--- config.mk ---
export PLATFORM = sky130hd
export DESIGN_NAME = vga_timing_gen
export DESIGN_NICKNAME = d
export VERILOG_FILES = /design/src/rtl/vga_pkg.sv /design/src/rtl/vga_sync_counter.sv /design/src/rtl/vga_timing_gen.sv
export SDC_FILE = /design/constraint.sdc
export NUM_CORES = 1
export LEC_CHECK = 0
export BUFFER_PORTS_ARGS = -buffer_cell sky130_fd_sc_hd__buf_2
export CELL_PAD_IN_SITES_DETAIL_PLACEMENT = 2
export CELL_PAD_IN_SITES_GLOBAL_PLACEMENT = 2
export CORE_UTILIZATION = 29
export DETAILED_ROUTE_END_ITERATION = 8
export PLACE_DENSITY = 0.79
export SKIP_LAST_GASP = 1
export SYNTH_ARGS = -nofsm -noshare
export SYNTH_HDL_FRONTEND = slang
export SYNTH_SLANG_ARGS = --single-unit
--- constraint.sdc ---
create_clock -name pixel_clk -period 2.1 [get_ports pixel_clk]
set_input_delay 0.63 -clock pixel_clk [delete_from_list [all_inputs] [get_ports pixel_clk]]
set_output_delay 0.63 -clock pixel_clk [all_outputs]
set_load 0.05 [all_outputs]
--- src/rtl/vga_pkg.sv ---
// Shared types and constants for the video timing generator and its pattern sources.
package vga_pkg;

  typedef enum logic [1:0] {
    MODE_GRID  = 2'd0,
    MODE_BARS  = 2'd1,
    MODE_EXT   = 2'd2,
    MODE_SOLID = 2'd3
  } vid_mode_e;

  typedef struct packed {
    logic [7:0] r;
    logic [7:0] g;
    logic [7:0] b;
  } rgb_t;

  localparam rgb_t RGB_WHITE = rgb_t'(24'hFFFFFF);
  localparam rgb_t RGB_BLACK = rgb_t'(24'h000000);

  // Colour bars left to right.
  localparam rgb_t BAR_LUT [8] = '{
    rgb_t'(24'hFFFFFF), rgb_t'(24'hFFFF00), rgb_t'(24'h00FFFF), rgb_t'(24'h00FF00),
    rgb_t'(24'hFF00FF), rgb_t'(24'hFF0000), rgb_t'(24'h0000FF), rgb_t'(24'h000000)
  };

  function automatic int line_total(input int disp, input int fp, input int pulse, input int bp);
    return disp + fp + pulse + bp;
  endfunction

endpackage

--- src/rtl/vga_sync_counter.sv ---
// Horizontal/vertical raster counters with region decode and active-area coordinates.
module vga_sync_counter
  import vga_pkg::*;
#(
  parameter int HDISP  = 800,
  parameter int VDISP  = 480,
  parameter int HFP    = 40,
  parameter int HPULSE = 48,
  parameter int HBP    = 40,
  parameter int VFP    = 12,
  parameter int VPULSE = 3,
  parameter int VBP    = 40
) (
  input  logic                       clk,
  input  logic                       rst_n,
  input  logic                       enable,
  output logic                       active,
  output logic                       hs_on,
  output logic                       vs_on,
  output logic                       line_first,
  output logic                       frame_first,
  output logic [$clog2(HDISP)-1:0]   act_x,
  output logic [$clog2(VDISP)-1:0]   act_y
);

  localparam int HTOTAL = line_total(HDISP, HFP, HPULSE, HBP);
  localparam int VTOTAL = line_total(VDISP, VFP, VPULSE, VBP);
  localparam int HW     = $clog2(HTOTAL);
  localparam int VW     = $clog2(VTOTAL);
  localparam int XW     = $clog2(HDISP);
  localparam int YW     = $clog2(VDISP);
  localparam int HSTART = HTOTAL - HDISP;
  localparam int VSTART = VTOTAL - VDISP;

  logic [HW-1:0] h_cnt_q, h_cnt_d;
  logic [VW-1:0] v_cnt_q, v_cnt_d;
  logic          h_act, v_act;

  // Counters park at the origin while disabled so a re-enable starts a fresh frame.
  always_comb begin
    h_cnt_d = '0;
    v_cnt_d = '0;
    if (enable) begin
      if (h_cnt_q == HW'(HTOTAL - 1)) begin
        h_cnt_d = '0;
        v_cnt_d = (v_cnt_q == VW'(VTOTAL - 1)) ? '0 : v_cnt_q + 1'b1;
      end else begin
        h_cnt_d = h_cnt_q + 1'b1;
        v_cnt_d = v_cnt_q;
      end
    end
  end

  always_ff @(posedge clk or negedge rst_n) begin
    if (!rst_n) begin
      h_cnt_q <= '0;
      v_cnt_q <= '0;
    end else begin
      h_cnt_q <= h_cnt_d;
      v_cnt_q <= v_cnt_d;
    end
  end

  always_comb begin
    h_act       = (h_cnt_q >= HW'(HSTART));
    v_act       = (v_cnt_q >= VW'(VSTART));
    active      = h_act && v_act;
    hs_on       = (h_cnt_q >= HW'(HFP)) && (h_cnt_q < HW'(HFP + HPULSE));
    vs_on       = (v_cnt_q >= VW'(VFP)) && (v_cnt_q < VW'(VFP + VPULSE));
    line_first  = (h_cnt_q == '0);
    frame_first = line_first && (v_cnt_q == '0);
    act_x       = h_act ? XW'(h_cnt_q - HW'(HSTART)) : '0;
    act_y       = v_act ? YW'(v_cnt_q - VW'(VSTART)) : '0;
  end

endmodule

--- src/rtl/vga_timing_gen.sv ---
// Video timing generator: sync/blank outputs plus grid, bars, solid or FIFO-fed pixels.
module vga_timing_gen
  import vga_pkg::*;
#(
  parameter int          HDISP     = 800,
  parameter int          VDISP     = 480,
  parameter int          HFP       = 40,
  parameter int          HPULSE    = 48,
  parameter int          HBP       = 40,
  parameter int          VFP       = 12,
  parameter int          VPULSE    = 3,
  parameter int          VBP       = 40,
  parameter bit          HS_POL    = 1'b0,
  parameter bit          VS_POL    = 1'b0,
  parameter int          GRID_LOG2 = 4,
  parameter logic [23:0] UFLOW_RGB = 24'hFF00FF
) (
  input  logic                       pixel_clk,
  input  logic                       pixel_rst_n,
  input  logic                       enable,
  input  logic [1:0]                 mode,
  input  logic [23:0]                solid_rgb,
  input  logic [23:0]                ext_rgb,
  input  logic                       ext_empty,
  output logic                       ext_rd,
  input  logic                       uflow_clr,
  output logic                       uflow,
  output logic                       vid_hs,
  output logic                       vid_vs,
  output logic                       vid_blank,
  output logic [23:0]                vid_rgb,
  output logic [$clog2(HDISP)-1:0]   pix_x,
  output logic [$clog2(VDISP)-1:0]   pix_y,
  output logic                       frame_start,
  output logic                       line_start
);

  localparam int XW    = $clog2(HDISP);
  localparam int YW    = $clog2(VDISP);
  localparam int BAR_W = HDISP / 8;

  logic          active, hs_on, vs_on, line_first, frame_first, act;
  logic [XW-1:0] act_x;
  logic [YW-1:0] act_y;

  vga_sync_counter #(
    .HDISP (HDISP), .VDISP (VDISP),
    .HFP   (HFP),   .HPULSE(HPULSE), .HBP(HBP),
    .VFP   (VFP),   .VPULSE(VPULSE), .VBP(VBP)
  ) u_sync (
    .clk        (pixel_clk),
    .rst_n      (pixel_rst_n),
    .enable     (enable),
    .active     (active),
    .hs_on      (hs_on),
    .vs_on      (vs_on),
    .line_first (line_first),
    .frame_first(frame_first),
    .act_x      (act_x),
    .act_y      (act_y)
  );

  vid_mode_e     mode_q, mode_d;
  logic [XW-1:0] bar_cnt_q, bar_cnt_d;
  logic [2:0]    bar_idx_q, bar_idx_d;
  logic          uflow_q, uflow_d;
  logic          hs_q, hs_d, vs_q, vs_d, blank_q, blank_d;
  logic          fs_q, fs_d, ls_q, ls_d;
  rgb_t          rgb_q, rgb_d, pattern;
  logic [XW-1:0] pix_x_q, pix_x_d;
  logic [YW-1:0] pix_y_q, pix_y_d;

  assign act    = enable && active;
  assign ext_rd = act && (mode_q == MODE_EXT) && !ext_empty;

  always_comb begin
    mode_d = mode_q;
    if (!enable) begin
      mode_d = MODE_GRID;
    end else if (frame_first) begin
      mode_d = vid_mode_e'(mode);
    end

    // Bar counter restarts every line; the last bar keeps counting to absorb the remainder.
    bar_cnt_d = '0;
    bar_idx_d = '0;
    if (act) begin
      if ((bar_cnt_q == XW'(BAR_W - 1)) && (bar_idx_q != 3'd7)) begin
        bar_cnt_d = '0;
        bar_idx_d = bar_idx_q + 1'b1;
      end else begin
        bar_cnt_d = bar_cnt_q + 1'b1;
        bar_idx_d = bar_idx_q;
      end
    end

    pattern = RGB_BLACK;
    case (mode_q)
      MODE_GRID:  pattern = ((act_x[GRID_LOG2-1:0] == '0) || (act_y[GRID_LOG2-1:0] == '0))
                            ? RGB_WHITE : RGB_BLACK;
      MODE_BARS:  pattern = BAR_LUT[bar_idx_q];
      MODE_EXT:   pattern = ext_empty ? rgb_t'(UFLOW_RGB) : rgb_t'(ext_rgb);
      MODE_SOLID: pattern = rgb_t'(solid_rgb);
      default:    pattern = RGB_BLACK;
    endcase

    // A fresh underflow outranks a simultaneous clear.
    uflow_d = uflow_q;
    if (uflow_clr) begin
      uflow_d = 1'b0;
    end
    if (act && (mode_q == MODE_EXT) && ext_empty) begin
      uflow_d = 1'b1;
    end

    hs_d    = (enable && hs_on) ? HS_POL : !HS_POL;
    vs_d    = (enable && vs_on) ? VS_POL : !VS_POL;
    blank_d = act;
    fs_d    = enable && frame_first;
    ls_d    = enable && line_first;
    rgb_d   = act ? pattern : RGB_BLACK;
    pix_x_d = act ? act_x : '0;
    pix_y_d = act ? act_y : '0;
  end

  always_ff @(posedge pixel_clk or negedge pixel_rst_n) begin
    if (!pixel_rst_n) begin
      mode_q    <= MODE_GRID;
      bar_cnt_q <= '0;
      bar_idx_q <= '0;
      uflow_q   <= 1'b0;
      hs_q      <= !HS_POL;
      vs_q      <= !VS_POL;
      blank_q   <= 1'b0;
      fs_q      <= 1'b0;
      ls_q      <= 1'b0;
      rgb_q     <= RGB_BLACK;
      pix_x_q   <= '0;
      pix_y_q   <= '0;
    end else begin
      mode_q    <= mode_d;
      bar_cnt_q <= bar_cnt_d;
      bar_idx_q <= bar_idx_d;
      uflow_q   <= uflow_d;
      hs_q      <= hs_d;
      vs_q      <= vs_d;
      blank_q   <= blank_d;
      fs_q      <= fs_d;
      ls_q      <= ls_d;
      rgb_q     <= rgb_d;
      pix_x_q   <= pix_x_d;
      pix_y_q   <= pix_y_d;
    end
  end

  assign uflow       = uflow_q;
  assign vid_hs      = hs_q;
  assign vid_vs      = vs_q;
  assign vid_blank   = blank_q;
  assign vid_rgb     = rgb_q;
  assign pix_x       = pix_x_q;
  assign pix_y       = pix_y_q;
  assign frame_start = fs_q;
  assign line_start  = ls_q;

endmodule

==> results.toml <==
[synthesis]
seq_area_frac_synth = 0.518
synth.area.mux_share = 0.00739
synth_top_area_frac = 0.505
synth_edf_count = 0
synth_nets = 469
yosysMostFrequentCell = "dfrtp_1"
yosysTopAreaCell = "dfrtp_1"
synth_compound_area_frac = 0.151
synth_fa_ha_area_frac = 0.0369
avgSynthCellArea_um2 = 10.1
async_flop_share = 1.00
synth_flop_cell = "dfrtp_1"
yosys_warnings = 0
synth_commonest_cells = "dfrtp_1, nor2_1, o21ai_0"
syn-cell-area_um2 = 4070
syn_inst = 402
synth.area.top_cells = "dfrtp_1, nor2_1, o21ai_0"
ys_ff_latch = 84
synth-xor-area-share = 0.0539
synth_cell_type_count = 47
synthSimpleGateAreaFrac = 0.186
synth_top_family_by_area = "simple AND/OR/NAND/NOR gates"

[cells_and_area]
finalInstanceArea_um2 = 5620
antennaDiodeCount = 0
final_cells = 726
fin_nets = 612
fin_util = 0.418
drive_above_1_share = 0.369
area_growth_pct = 38.3

[floorplanning]
die_y_um = 120
die_width_um = 120
start_util = 0.302
num_rows = 42
dieArea_um2 = 14500
pin_count = 105
core_area_um2 = 13500

[cts]
cts_hold_buffers = 0
cts_tree = "yes"
cts_buffer_depth = 2
cts-root-buf = "clkbuf_16"
cts.htree.levels = 3
cts_buffers = 9
clk_pin_slew_worst_paths_ps = 70
cts_sinks = 84
clk_latency_ps = 360

[setup_path]
crit_fanout = 2
cp.required_ps = 1470
path_class = "reg2out"
critPathCaptureType = "output port"
arrival_ps = 1850
crit_path_start_kind = "flip-flop"

[global_route]
grt_remaining_overflow = 0
grt_max_degree = 42
grt_pass1_vias = 4263
grt_use_total = 0.210
antenna_found_initial = 0
grt_first_pass_wirelength_um = 23200

[sta]
slew_headroom = 0.517
worst_slack_ps = -379
rsz0062_at_grt = "true"
fmax_mhz = 403
setup_tns_ps = -430
report.final.slew_viol_count = 0
tightest_slew_ps = 721
final.min_clock_period_ps = 2480
setup_viol = 3
fin_crit_sh = 1.18
hold_viol = 0
skew_ps = 10.0

[hold_path]
hold_class = "in2async"

[place]
gp_congestion = 0.777
dp_hpwl_um = 10000
place_ws_ps = -56.6
placed_cell_area_um2 = 5050
dp_cells = 699
portBuffers = 104

[flow_run]
max_cap_violations = 0

[drt]
firstDrtPassIters = 4
viasPerCell = 5.21
drt_iter0_drc = 146
ant_nets = 0
wl_per_cell_um = 20.6
wl_um = 14900
drc = 0
num_vias = 3780

[status]
violations = "setup timing"
status = "finished, violations left"

[pwr]
p_leak_nw = 2.75
powerDensity_nw_per_um2 = 686
ir_drop_mv = 0.295
power by group:
| group | internal (mW) | switching, mW |
|---|---|---|
| Clock | 1.17 | 0.722 |
| Combinational | 0.119 | 0.203 |
| Sequential | 1.63 | 0.0150 |
| Total | 2.92 | 0.940 |
layer usage:
layer	global-route usage	routed length, µm	vias to the layer above
li1	-	-	1708
met1	0.243	6170	1961
met2	0.381	7920	89
met3	0.0354	515	22
met4	0.0910	343	0
met5	0	0	-
cell usage in the layout (no fill, tap or decap), types with 3 or more instances in the layout:
| master | Yosys | final |
|---|---|---|
| and2_1 | 6 | 6 |
| nand2_1 | 18 | 18 |
| buf_2 | 10 | 102 |
| nor2_1 | 59 | 59 |
| a21oi_1 | 10 | 8 |
| nor4_1 | 4 | 3 |
| inv_1 | 12 | 10 |
| nor3_1 | 6 | 5 |
| xor2_1 | 11 | 11 |
| nand2b_1 | 9 | 8 |
| or4_1 | 4 | 4 |
| a221oi_2 | 0 | 4 |
| o311a_1 | 16 | 16 |
| ha_1 | 12 | 10 |
| a221oi_1 | 8 | 4 |
| and4_1 | 4 | 4 |
| inv_2 | 1 | 3 |
| or3_1 | 4 | 4 |
| a31oi_1 | 4 | 3 |
| mux2i_1 | 3 | 3 |
| nand4_1 | 5 | 5 |
| buf_4 | 0 | 51 |
| nand3_1 | 17 | 16 |
| xnor2_1 | 14 | 14 |
| dfrtp_1 | 82 | 82 |
| o2111a_2 | 1 | 3 |
| o21ai_0 | 32 | 32 |
| bufinv_16 | 0 | 3 |
| clkbuf_16 | 0 | 9 |
| and3_1 | 6 | 5 |
worst max-delay path, cell delays in order (launching register included):
cell	delay [ps]
dfrtp_1	410
nor4_4	330
a41o_1	290
nand3_2	140
nor3_4	140
buf_6	190
cells by family (layout without fill, tap and decap cells):
logic type	after synthesis	count (layout)
compound gates	85	86
xor+xnor	25	25
fa+ha+maj	12	12
buf+inv	42	189
flops	84	84
mux	3	3
simple gates	151	151
final timing paths:
check	startpoint	to	slack (ps)	cells after the start
max	u_sync.h_cnt_q[3]	ext_rd	-380	5
min	pixel_rst_n	u_sync.h_cnt_q[5]	240	1
max reg2reg	u_sync.h_cnt_q[1]	mode_q[1]	-30	8
min reg2reg	bar_cnt_q[0]	bar_cnt_q[0]	510	1
max in group asynchronous	pixel_rst_n	vid_vs	1190	2
min in group pixel_clk	uflow_clr	uflow	470	2
state kept, by name (all words and copies together) (netlist names):
name            flops
vid_rgb            24
bar_cnt_q          10
pix_x              10
u_sync.h_cnt_q     10
u_sync.v_cnt_q     10
pix_y               9
bar_idx_q           3
mode_q              2
frame_start         1
line_start          1
uflow               1
vid_blank           1
vid_hs              1
vid_vs              1
stage by stage:
stage,hold WS (ps),power [mW]
2_1_floorplan,334,1.79
3_3_place_gp,479,1.93
3_5_place_dp,504,1.95
4_1_cts,247,3.86
5_1_grt,268,3.96
6_report,235,3.86
cell type report:
cell class                 instances  area (µm²)
clock inverter                     7         124
clock buffer                       9         225
inverter                          15        56.3
tap                              176         220
timing repair buffer             158         967
sequential                        84        2100
fill                            1444        7830
multi-input combinational        277        1920
repair_timing:
action	4_1_cts	5_1_grt
cloned	1	1
setup buffers	9	8
pin swaps	5	7
endpoints found under the setup margin	18	30
hold endpoints to repair	0	0
gates resized for setup	6	16
No activity file was read; power rests on OpenSTA's default activity.
